[src/rtl/gnrl_fifo_vr_pkg.sv]
// rtl/gnrl_fifo_vr_pkg.sv - shared sizing helpers for the valid/ready FIFO
package gnrl_fifo_vr_pkg;

  // A single-entry FIFO still needs a 1-bit pointer to keep the port legal.
  function automatic int ptr_width(input int dp);
    return (dp > 1) ? $clog2(dp) : 1;
  endfunction

endpackage

[src/rtl/gnrl_dffl.sv]
// rtl/gnrl_dffl.sv - load-enable DFF cell without reset
module gnrl_dffl #(
  parameter int DW = 32
) (
  input  logic          clk,
  input  logic          lden,
  input  logic [DW-1:0] dnxt,
  output logic [DW-1:0] qout
);

  always_ff @(posedge clk) begin
    if (lden) qout <= dnxt;
  end

endmodule

[src/rtl/gnrl_dfflr.sv]
// rtl/gnrl_dfflr.sv - load-enable DFF cell with synchronous active-high reset to zero
module gnrl_dfflr #(
  parameter int DW = 32
) (
  input  logic          clk,
  input  logic          rst,
  input  logic          lden,
  input  logic [DW-1:0] dnxt,
  output logic [DW-1:0] qout
);

  always_ff @(posedge clk) begin
    if (rst)       qout <= '0;
    else if (lden) qout <= dnxt;
  end

endmodule

[src/rtl/gnrl_fifo_ptr.sv]
// rtl/gnrl_fifo_ptr.sv - wrapping FIFO pointer, counts 0..DP-1 on each inc
module gnrl_fifo_ptr
  import gnrl_fifo_vr_pkg::*;
#(
  parameter int DP = 4
) (
  input  logic                    clk,
  input  logic                    rst,
  input  logic                    inc,
  output logic [ptr_width(DP)-1:0] ptr
);

  localparam int PW = ptr_width(DP);

  logic [PW-1:0] ptr_nxt;

  // DP need not be a power of two, so wrap explicitly rather than by overflow.
  always_comb begin
    ptr_nxt = (ptr == PW'(DP - 1)) ? '0 : ptr + 1'b1;
  end

  gnrl_dfflr #(.DW(PW)) u_ptr (
    .clk  (clk),
    .rst  (rst),
    .lden (inc),
    .dnxt (ptr_nxt),
    .qout (ptr)
  );

endmodule

[src/rtl/gnrl_fifo_vr.sv]
// rtl/gnrl_fifo_vr.sv - synchronous valid/ready FIFO built from load-enable DFFs
module gnrl_fifo_vr
  import gnrl_fifo_vr_pkg::*;
#(
  parameter int DW        = 32,
  parameter int DP        = 4,
  parameter bit CUT_READY = 1'b0
) (
  input  logic                     clk,
  input  logic                     rst,
  input  logic                     i_vld,
  output logic                     i_rdy,
  input  logic [DW-1:0]            i_dat,
  output logic                     o_vld,
  input  logic                     o_rdy,
  output logic [DW-1:0]            o_dat,
  output logic [$clog2(DP+1)-1:0]  cnt
);

  localparam int PW = ptr_width(DP);
  localparam int CW = $clog2(DP + 1);

  logic          push;
  logic          pop;
  logic          full;
  logic [PW-1:0] rptr;
  logic [PW-1:0] wptr;
  logic [CW-1:0] cnt_nxt;
  logic [DW-1:0] mem [DP];

  always_comb begin
    full  = (cnt == CW'(DP));
    o_vld = (cnt != '0);
    // With CUT_READY=0 a full FIFO may take a push into the slot being popped.
    i_rdy = CUT_READY ? !full : (!full || o_rdy);
    push  = i_vld && i_rdy;
    pop   = o_vld && o_rdy;
    cnt_nxt = push ? cnt + 1'b1 : cnt - 1'b1;
    o_dat = mem[rptr];
  end

  gnrl_fifo_ptr #(.DP(DP)) u_rptr (
    .clk (clk),
    .rst (rst),
    .inc (pop),
    .ptr (rptr)
  );

  gnrl_fifo_ptr #(.DP(DP)) u_wptr (
    .clk (clk),
    .rst (rst),
    .inc (push),
    .ptr (wptr)
  );

  gnrl_dfflr #(.DW(CW)) u_cnt (
    .clk  (clk),
    .rst  (rst),
    .lden (push ^ pop),
    .dnxt (cnt_nxt),
    .qout (cnt)
  );

  for (genvar k = 0; k < DP; k++) begin : g_mem
    gnrl_dffl #(.DW(DW)) u_ent (
      .clk  (clk),
      .lden (push && (wptr == PW'(k))),
      .dnxt (i_dat),
      .qout (mem[k])
    );
  end

endmodule

[config.mk]
export PLATFORM = sky130hd
export DESIGN_NAME = gnrl_fifo_vr
export DESIGN_NICKNAME = d
export VERILOG_FILES = /design/src/rtl/gnrl_fifo_vr_pkg.sv /design/src/rtl/gnrl_dffl.sv /design/src/rtl/gnrl_dfflr.sv /design/src/rtl/gnrl_fifo_ptr.sv /design/src/rtl/gnrl_fifo_vr.sv
export SDC_FILE = /design/constraint.sdc
export NUM_CORES = 1
export LEC_CHECK = 0
export CAP_MARGIN = 20
export CORE_MARGIN = 3
export CORE_UTILIZATION = 35
export DETAILED_ROUTE_END_ITERATION = 8
export GPL_ROUTABILITY_DRIVEN = 0
export MAX_ROUTING_LAYER = met4
export PLACE_DENSITY = 0.58
export SLEW_MARGIN = 20
export SYNTH_ARGS = -nofsm -noshare
export SYNTH_HDL_FRONTEND = slang
export SYNTH_HIERARCHICAL = 1
export SYNTH_SLANG_ARGS = --single-unit
[constraint.sdc]
create_clock -name clk -period 5.3 [get_ports clk]
set_input_delay 1.59 -clock clk [delete_from_list [all_inputs] [get_ports clk]]
set_output_delay 1.59 -clock clk [all_outputs]
set_load 0.03 [all_outputs]
======== Word level (Yosys, flattened, before mapping) ========
Index checks and enable logic that the tools add are counted.
W data, S select, Z words.
word-level totals
  latch bits .............................. 0
  memory bits (writable) .................. 0
  ROM bits ................................ 0
  input port bits ......................... 36
  flip-flop bits (word level) ............. 135
  memories ................................ 0
  output and inout bits ................... 37
operators by class
  $lt $le $gt $ge ......................... 1
  divide/modulo/power cells ............... 0
  add/subtract/negate cells ............... 4
  equal/unequal tests ..................... 5
  shift operators ......................... 0
  mux-type cells .......................... 6
  reductions and logical operators ........ 10
  multipliers ............................. 0
  bitwise gates (word level) .............. 2
operator list
  kind                   number
  $bmux W32 S2           1
  $mux W32               2
  $eq A2 B2 Y1 const B   3
  $logic_and A1 B1 Y1    6
  $add A2 B1 Y2 const B  2
  $mux W2                2
  $add A3 B1 Y3 const B  1
  $eq A3 B3 Y1 const B   1
  $ge A3 B3 Y1 const B   1
  $mux W3                1
  $not A2 Y3             1
  $reduce_bool A3 Y1     1
  $sub A3 B1 Y3 const B  1
  $eq A2 B1 Y1 const B   1
  $logic_not A2 Y1       1
  $logic_not A1 Y1       1
  $logic_or A1 B1 Y1     1
  $xor A1 B1 Y1          1

======== Logic depth before layout (Yosys ltp) ========
Gate-level depths: netlist (run 1).
  depth after elaboration ................. 5
  depth in mapped cells ................... 6

======== Modules after synthesis ========
Netlist (run 1), hierarchy kept.
by module, submodules not included
  module                          seq. area each (sq um)  cells each  times used  area each (sq um)
  gnrl_dffl                       960.9                   32          4           960.9
  gnrl_fifo_vr                    0.0                     58          1           909.6
  gnrl_dfflr at u_rptr.u_ptr ...  40.0                    6           2           67.6
  gnrl_dfflr at u_cnt             60.1                    9           1           101.3
  gnrl_fifo_ptr                   0.0                     2           2           16.3

======== Least setup slack after synthesis (run 1) ========
No wires, ideal clock.
  path kind ............................... input to register
  start point ............................. input port o_rdy
  end point ............................... register g_mem[1].u_ent.qout[0], enable pin
  setup time .............................. 468 ps
  data arrival time ....................... 4295 ps
  stages .................................. 3
  slack ................................... 537 ps
  cell sequence ........................... or4b_4 nand2_2 nor3b_1
on the way
  longest elaborated chain between the ends .. 3
RTL lines
  element               RTL line            RTL
  start, declared       gnrl_fifo_vr.sv:15  input logic o_rdy,
  $logic_or A1 B1 Y1    gnrl_fifo_vr.sv:35  i_rdy = CUT_READY ? !full : (!full || o_rdy);
  $logic_and A1 B1 Y1   gnrl_fifo_vr.sv:36  push = i_vld && i_rdy;
  $logic_and A1 B1 Y1   gnrl_fifo_vr.sv:67  .lden (push && (wptr == PW'(k))),
  end signal, assigned  gnrl_dffl.sv:12     if (lden) qout <= dnxt;
  end, declared         gnrl_dffl.sv:8      output logic [DW-1:0] qout
Every way passes these cells.
A chain may end at the register's enable or synchronous reset.

======== Final worst setup path (run 1) ========
  start point ............................. input port o_rdy
  end point ............................... output port i_rdy
on the way
  longest elaborated chain between the ends .. 1
RTL lines
  element             RTL line            RTL
  $logic_or A1 B1 Y1  gnrl_fifo_vr.sv:35
  end, declared       gnrl_fifo_vr.sv:12  output logic i_rdy,
Every way passes these cells.

==> metrics.log, run 1 <==
INFO  metric yosys.area_share.xor_xnor = 0.3488%
INFO  metric critPathMaxFanout = 4
INFO  metric timing_hold_violations_final = 0
INFO  metric regToRegSetupSlack = 2.74 ns
INFO  metric final.fill_count = 1186
INFO  metric crit_family = buffers and inverters
INFO  metric fin_crit_sh = 90.10%
INFO  metric timing.critical_path.from_type = input port
INFO  metric first_global_vias = 2662
INFO  metric worstHoldPathType = flip-flop to flip-flop
INFO  metric ctsHoldBuffers = 0
INFO  metric detailedPlacementHpwl = 5526 um
INFO  metric post_drt_via_cell_ratio = 4.790
INFO  metric cts_root_buffer = clkbuf_16
INFO  metric synthToLayoutAreaGrowth = 29.30%
INFO  metric fin_setup_tns = 0 ns
INFO  metric finalClockSkew = 0.007739 ns
INFO  metric drv_cap = 0
INFO  metric num_rows = 43
INFO  metric most-common-layout-cells = 128 x edfxtp_1, 72 x clkdlybuf4s50_1, 32 x mux4_2
INFO  metric maxSlewViolCount = 0
INFO  metric synth-seq-cells = 135
INFO  metric layout_commonest_cell = edfxtp_1
INFO  metric drt_pre_antenna_iters = 4
INFO  metric buffer_ports.inserted = 72
INFO  metric grt_start_max_net_pins = 35
INFO  metric cp-end-kind = output pin
INFO  metric ys_async_sr_fraction = 0%
INFO  metric post_drt_wl_per_cell = 18.47 um
INFO  metric clk_transition_reported_paths = 0.05 ns
INFO  metric run_status = finished clean
INFO  metric cp_slowest_stage_delay = 0.62 ns
INFO  metric detailed_route_wire_length = 9144 um
INFO  metric crit_path_frequent_cell = clkdlybuf4s50_1
INFO  metric cts_tree = yes
INFO  metric yosys-mux-area-fraction = 15.74%
INFO  metric antenna_left = 0
INFO  metric clock_insertion_delay_worst_skew = 0.40 ns
INFO  metric clock.fmax = 209.4 MHz
INFO  metric floorplan.io_pins = 73
INFO  metric grt_antenna_before_repair = 1
INFO  metric grt_usage = 13.09%
INFO  metric final_critical_delay_including_setup_and_external_delays = 4.776 ns
INFO  metric global_route.overflow_total = 0
INFO  metric post_synth_inst_count = 211
INFO  metric yosys.cell_types.count = 22
INFO  metric grt_first_pass_wirelength = 14810 um
INFO  metric design.core.area = 0.01393 sq mm
INFO  metric timing.critical_path.required = 3.71 ns
INFO  metric synth_top_family_by_area = multiplexers
INFO  metric floorplan.initialDensity = 36.04%
INFO  metric post_cts_resize_count = 0
INFO  metric cts.repair_timing.setup_buffer_count = 0
INFO  metric clockBufferDepth = 2
INFO  metric detailroute.via_count = 2371
INFO  metric path_cells = clkdlybuf4s50_1 > or4b_4 > clkdlybuf4s50_1
INFO  metric drive_above_1_share = 22.29%
INFO  metric yosysSeqAreaShare = 79.32%
INFO  metric synth_area = 0.005022 sq mm
INFO  metric finalHoldWorstSlack = 0.5810 ns
INFO  metric synthSimpleGateAreaFrac = 2.217%
INFO  metric cts_sinks = 135
INFO  metric syn_area_per_cell = 23.80 sq um
INFO  metric timing.slew.headroom = 29.93%
INFO  metric static-leakage-power = 2.081 nW
INFO  metric dieWidth = 125.8 um
INFO  metric p_per_area = 490.2 mW/mm^2
INFO  metric die_h = 125.8 um
INFO  metric synth_top_flop_cell = edfxtp_1
INFO  metric die_area = 0.01582 sq mm
INFO  metric arithmetic_cell_share_of_the_synthesized_area_counting_full_adders_half_adders_and_majority_gates = 0.8969%
INFO  metric cts_made_buffers = 17
INFO  metric timing.critical_path.buf_inv = 2
INFO  metric detail_route.drc_violations = 0
INFO  metric total_chip_power = 3.183 mW
INFO  metric synth_compound_gate_area_share = 0.2491%
INFO  metric worst_pin_slew = 1.046 ns
INFO  metric number_of_warnings_reported_in_the_yosys_synthesis_log = 6
INFO  metric synthesis.nets = 250
INFO  metric rsz0062_at_grt = no
INFO  metric setup_viol_count_final = 0
INFO  metric crit_arrival = 3.19 ns
INFO  metric htree_num_levels = 4
INFO  metric power.ir.vdd_worst = 0.1875 mV
INFO  metric slowest_stage = clkdlybuf4s50_1
INFO  metric final_stage_net_count = 340
INFO  metric critical_path_class = input port to output pin
INFO  metric drt_iter0_drc = 146
INFO  metric synth_edf_count = 128
final timing paths:
check / from / end / cells after the start
setup / recovery: o_rdy / i_rdy / 3
setup reg to reg: u_cnt/qout[0] / g_mem[1].u_ent/qout[30] / 4
hold reg to reg: u_cnt/qout[2] / u_cnt/qout[2] / 2
hold / removal: u_cnt/qout[2] / u_cnt/qout[2] / 2
area by class of cell:
| type | count | area, sq um | share of cell area, % |
|---|---|---|---|
| flip-flops and latches | 135 | 3986 | 61.39 |
| multi-input cells | 67 | 1006 | 15.49 |
| repair buffers | 78 | 765.7 | 11.79 |
| clock buffers | 21 | 440.4 | 6.782 |
| well taps | 180 | 225.2 | 3.468 |
| clock inverters | 11 | 60.06 | 0.9249 |
| inverters | 2 | 7.507 | 0.1156 |
| diodes | 1 | 2.502 | 0.03854 |
layer usage:
metal / up-vias / GRT usage, % / share of wire (%)
met5: - / - / 0
met1: 1231 / 15.25 / 41
met3: 11 / 4.580 / 4.9
met2: 59 / 20.83 / 52
li1: 1070 / - / -
met4: 0 / 5.489 / 1.6
synth_stat cells (2+ instances only):
cell,n,area [sq um]
edfxtp_1,128,3844
mux4_2,32,720.7
nor2_1,11,41.29
dfxtp_1,7,140.1
mux2i_1,7,70.07
buf_2,4,20.02
buf_6,3,33.78
ha_1,2,25.02
inv_1,2,7.510
nor3_1,2,10.01
nor3b_1,2,15.01
cell families (layout without fill, tap and decap cells):
kind of cell / after synthesis / count (layout)
other cells: 0 / 1
simple gates: 21 / 21
mux: 39 / 39
flops: 135 / 135
buf+inv: 9 / 112
fa+ha+maj: 3 / 3
compound gates: 2 / 2
xor+xnor: 2 / 2
worst min-delay path, cell delays in order (launching register included):
cell and delay, ns:
dfxtp_1 0.35, mux2i_1 0.14, nor2_1 0.05
state kept, by name (all words and copies together) (netlist names):
name / flops
u_wptr/u_ptr/qout: 2
u_rptr/u_ptr/qout: 2
g_mem.u_ent/qout: 128
u_cnt/qout: 3
power by group:
| group | internal [mW] | total, mW | switching, mW |
|---|---|---|---|
| registers | 1.27 | 1.35 | 0.0812 |
| logic | 0.409 | 0.847 | 0.438 |
| clock network | 0.586 | 0.985 | 0.399 |
| total | 2.26 | 3.18 | 0.918 |
per-stage QoR:
step | setup WS (ns) | cell area (sq um) | std cells | util [%]
after global routing | 0.4721 | 6494 | 495 | 46.60
final | 0.5245 | 6494 | 495 | 46.60
after CTS | 0.5233 | 6485 | 494 | 46.54
after floorplan | 0.5371 | 5022 | 211 | -
after detailed placement | 0.5240 | 5984 | 462 | 42.95
after global placement | 0.5347 | 5984 | 462 | 42.95
Power figures use the tool's default switching activity.
==> run 2, diff against run 1 <==
Settings changed: PLACE_DENSITY 0.58 to 0.56.
==> run 2 against run 1 <==
Net effect: critical path depth unchanged; first-iteration DRC count down 9.6%; fmax up 0.11%; utilization up 0.92 points; sequential cell count unchanged.
==> metrics.log, run 2 (synthesis results as in run 1) <==
INFO  metric worstHoldPathType = flip-flop to flip-flop (unchanged)
INFO  metric critPathLaunch = o_rdy (unchanged)
INFO  metric fin_crit_sh = 90.01% (was 90.10%)
INFO  metric clockBufferDepth = 2 (unchanged)
INFO  metric final_critical_delay_including_setup_and_external_delays = 4.770 ns (was 4.776 ns)
INFO  metric logic_depth_of_the_worst_path_buffers_included = 3 (unchanged)
INFO  metric clock.fmax = 209.6 MHz (was 209.4 MHz)
INFO  metric drv_cap = 0 (unchanged)
INFO  metric floorplan.initialDensity = 36.04% (unchanged)
INFO  metric timing.critical_path.buf_inv = 2 (unchanged)
INFO  metric rsz0062_at_grt = no (unchanged)
INFO  metric detailedPlacementHpwl = 5322 um (was 5526 um)
INFO  metric synthToLayoutAreaGrowth = 31.86% (was 29.30%)
INFO  metric floorplan.io_pins = 73 (unchanged)
INFO  metric design.core.area = 0.01393 sq mm (unchanged)
INFO  metric cts.repair_timing.setup_buffer_count = 0 (unchanged)
INFO  metric global_route.overflow_total = 0 (unchanged)
INFO  metric detailed_route_wire_length = 8814 um (was 9144 um)
INFO  metric crit_arrival = 3.18 ns (was 3.19 ns)
INFO  metric depth_of_the_worst_register_to_register_path = 4 (unchanged)
INFO  metric multiInputGateArea = 999.7 sq um (was 0.001006 sq mm)
INFO  metric timing.slew.headroom = 35.49% (was 29.93%)
INFO  metric drt_iter0_drc = 132 (was 146)
INFO  metric clk_transition_reported_paths = 0.05 ns (about the same)
INFO  metric timing.critical_path.required = 3.71 ns (about the same)
INFO  metric critical_path_class = input port to output pin (unchanged)
INFO  metric largest_register_by_flop_count = g_mem.u_ent/qout (unchanged)
INFO  metric post_layout_worst_setup_margin = 0.5295 ns (was 0.5245 ns)
INFO  metric grt_usage = 12.78% (was 13.09%)
INFO  metric dp_slack = 0.5333 ns (was 0.5240 ns)
INFO  metric crit_family = buffers and inverters (unchanged)
INFO  metric timing_hold_violations_final = 0 (unchanged)
INFO  metric final.fill_count = 1180 (was 1186)
INFO  metric finalHoldWorstSlack = 0.5860 ns (was 0.5810 ns)
INFO  metric fin_setup_tns = 0 ns (unchanged)
INFO  metric cts_root_buffer = clkbuf_16 (unchanged)
INFO  metric antenna_left = 0 (unchanged)
INFO  metric grt_start_max_net_pins = 35 (unchanged)
INFO  metric p_per_area = 513.7 mW/mm^2 (was 490.2 mW/mm^2)
INFO  metric final_stage_net_count = 342 (was 340)
INFO  metric crit_path_end = i_rdy (unchanged)
INFO  metric post_drt_via_cell_ratio = 4.754 (was 4.790)
INFO  metric die_h = 125.8 um (unchanged)
INFO  metric ctsHoldBuffers = 0 (unchanged)
INFO  metric r2r_start = u_cnt/qout[0] (unchanged)
INFO  metric most-common-layout-cells = 128 x edfxtp_1, 72 x clkdlybuf4s50_1, 32 x mux4_2 (unchanged)
INFO  metric first_global_vias = 2576 (was 2662)
INFO  metric post_drt_wl_per_cell = 17.77 um (was 18.47 um)
INFO  metric grt_antenna_before_repair = 0 (was 1)
INFO  metric worst_pin_slew = 0.9677 ns (was 1.046 ns)
INFO  metric detailroute.via_count = 2358 (was 2371)
INFO  metric grt_first_pass_wirelength = 14250 um (was 14810 um)
INFO  metric cts_sinks = 135 (unchanged)
INFO  metric drive_above_1_share = 25.00% (was 22.29%)
INFO  metric cp-end-kind = output pin (unchanged)
INFO  metric static-leakage-power = 2.156 nW (was 2.081 nW)
INFO  metric cp_slowest_stage_delay = 0.62 ns (about the same)
INFO  metric run_status = finished clean (unchanged)
INFO  metric path_cells = clkdlybuf4s50_1 > or4b_4 > clkdlybuf4s50_1 (unchanged)
INFO  metric die_area = 0.01582 sq mm (unchanged)
INFO  metric regArea = 0.003986 sq mm (unchanged)
INFO  metric finalClockSkew = 0.006828 ns (was 0.007739 ns)
INFO  metric drt_pre_antenna_iters = 4 (unchanged)
INFO  metric post_cts_resize_count = 0 (unchanged)
INFO  metric dieWidth = 125.8 um (unchanged)
INFO  metric maxSlewViolCount = 0 (unchanged)
INFO  metric clock_insertion_delay_worst_skew = 0.41 ns (was 0.40 ns)
INFO  metric cts_made_buffers = 17 (unchanged)
INFO  metric layout_commonest_cell = edfxtp_1 (unchanged)
INFO  metric critical_path.reg2reg.endpoint = g_mem[3].u_ent/qout[31] (was g_mem[1].u_ent/qout[30])
INFO  metric num_rows = 43 (unchanged)
INFO  metric detail_route.drc_violations = 0 (unchanged)
INFO  metric crit_path_frequent_cell = clkdlybuf4s50_1 (unchanged)
INFO  metric top_registers = g_mem.u_ent/qout (128), u_cnt/qout (3) (unchanged)
INFO  metric setup_viol_count_final = 0 (unchanged)
INFO  metric timing.critical_path.from_type = input port (unchanged)
INFO  metric regToRegSetupSlack = 3.25 ns (was 2.74 ns)
INFO  metric critPathMaxFanout = 4 (unchanged)
INFO  metric htree_num_levels = 4 (unchanged)
INFO  metric slowest_stage = clkdlybuf4s50_1 (unchanged)
INFO  metric buffer_ports.inserted = 72 (unchanged)
INFO  metric antenna_cells_inserted = 0 (was 1)
INFO  metric power.ir.vdd_worst = 0.2561 mV (was 0.1875 mV)
INFO  metric cts_tree = yes (unchanged)
INFO  metric final_util = 47.53% (was 46.60%)
INFO  metric largest_reg_flops = 128 (unchanged)
run 2: how the worst min path moves through the flow:
stage,startpoint,endpoint,depth (start not counted)
2_1_floorplan,u_rptr/u_ptr/qout[0],u_rptr/u_ptr/qout[0],2
6_report,u_cnt/qout[2],u_cnt/qout[2],2
4_1_cts,u_cnt/qout[2],u_cnt/qout[2],2
3_3_place_gp,u_cnt/qout[2],u_cnt/qout[2],2
5_1_grt,u_cnt/qout[2],u_cnt/qout[2],2
3_5_place_dp,u_cnt/qout[2],u_cnt/qout[2],2
run 2: per-layer routing:
| layer | global-route usage (%) | vias up | part of all wire [%] |
|---|---|---|---|
| met3 | 4.538 | 11 | 4.5 |
| met4 | 6.057 | 0 | 1.4 |
| met5 | - | - | 0 |
| li1 | - | 1070 | - |
| met1 | 15.28 | 1217 | 43 |
| met2 | 19.48 | 60 | 51 |
run 2: cell type report:
type                            count  share of cell area, %
Timing Repair Buffer               80                  11.98
Clock buffer                       18                  6.480
Clock inverter                     14                  2.739
Sequential cell                   135                  60.19
Multi-Input combinational cell     67                  15.10
Inverter                            2                 0.1134
Tap cell                          180                  3.401
run 2: worst register-to-register path, cell delays in order (launching register included):
cell	delay, ns
dfxtp_1	0.48
or4b_4	0.22
nand2_2	0.14
nor2_4	0.50
buf_4	0.38
run 2: report_power, final:
part	internal [mW]	leakage (nW)	switching, mW
Clock	0.782	0.297	0.414
Combinational	0.415	0.625	0.442
Sequential	1.27	1.23	0.0799
run 2: stage by stage:
step,power [mW],instance area [sq um],cells
after floorplan,1.910,5022,211
after global placement,2.237,6012,464
after detailed placement,2.244,6012,464
after CTS,3.453,6623,496
after global routing,3.557,6623,496
final,3.402,6623,496
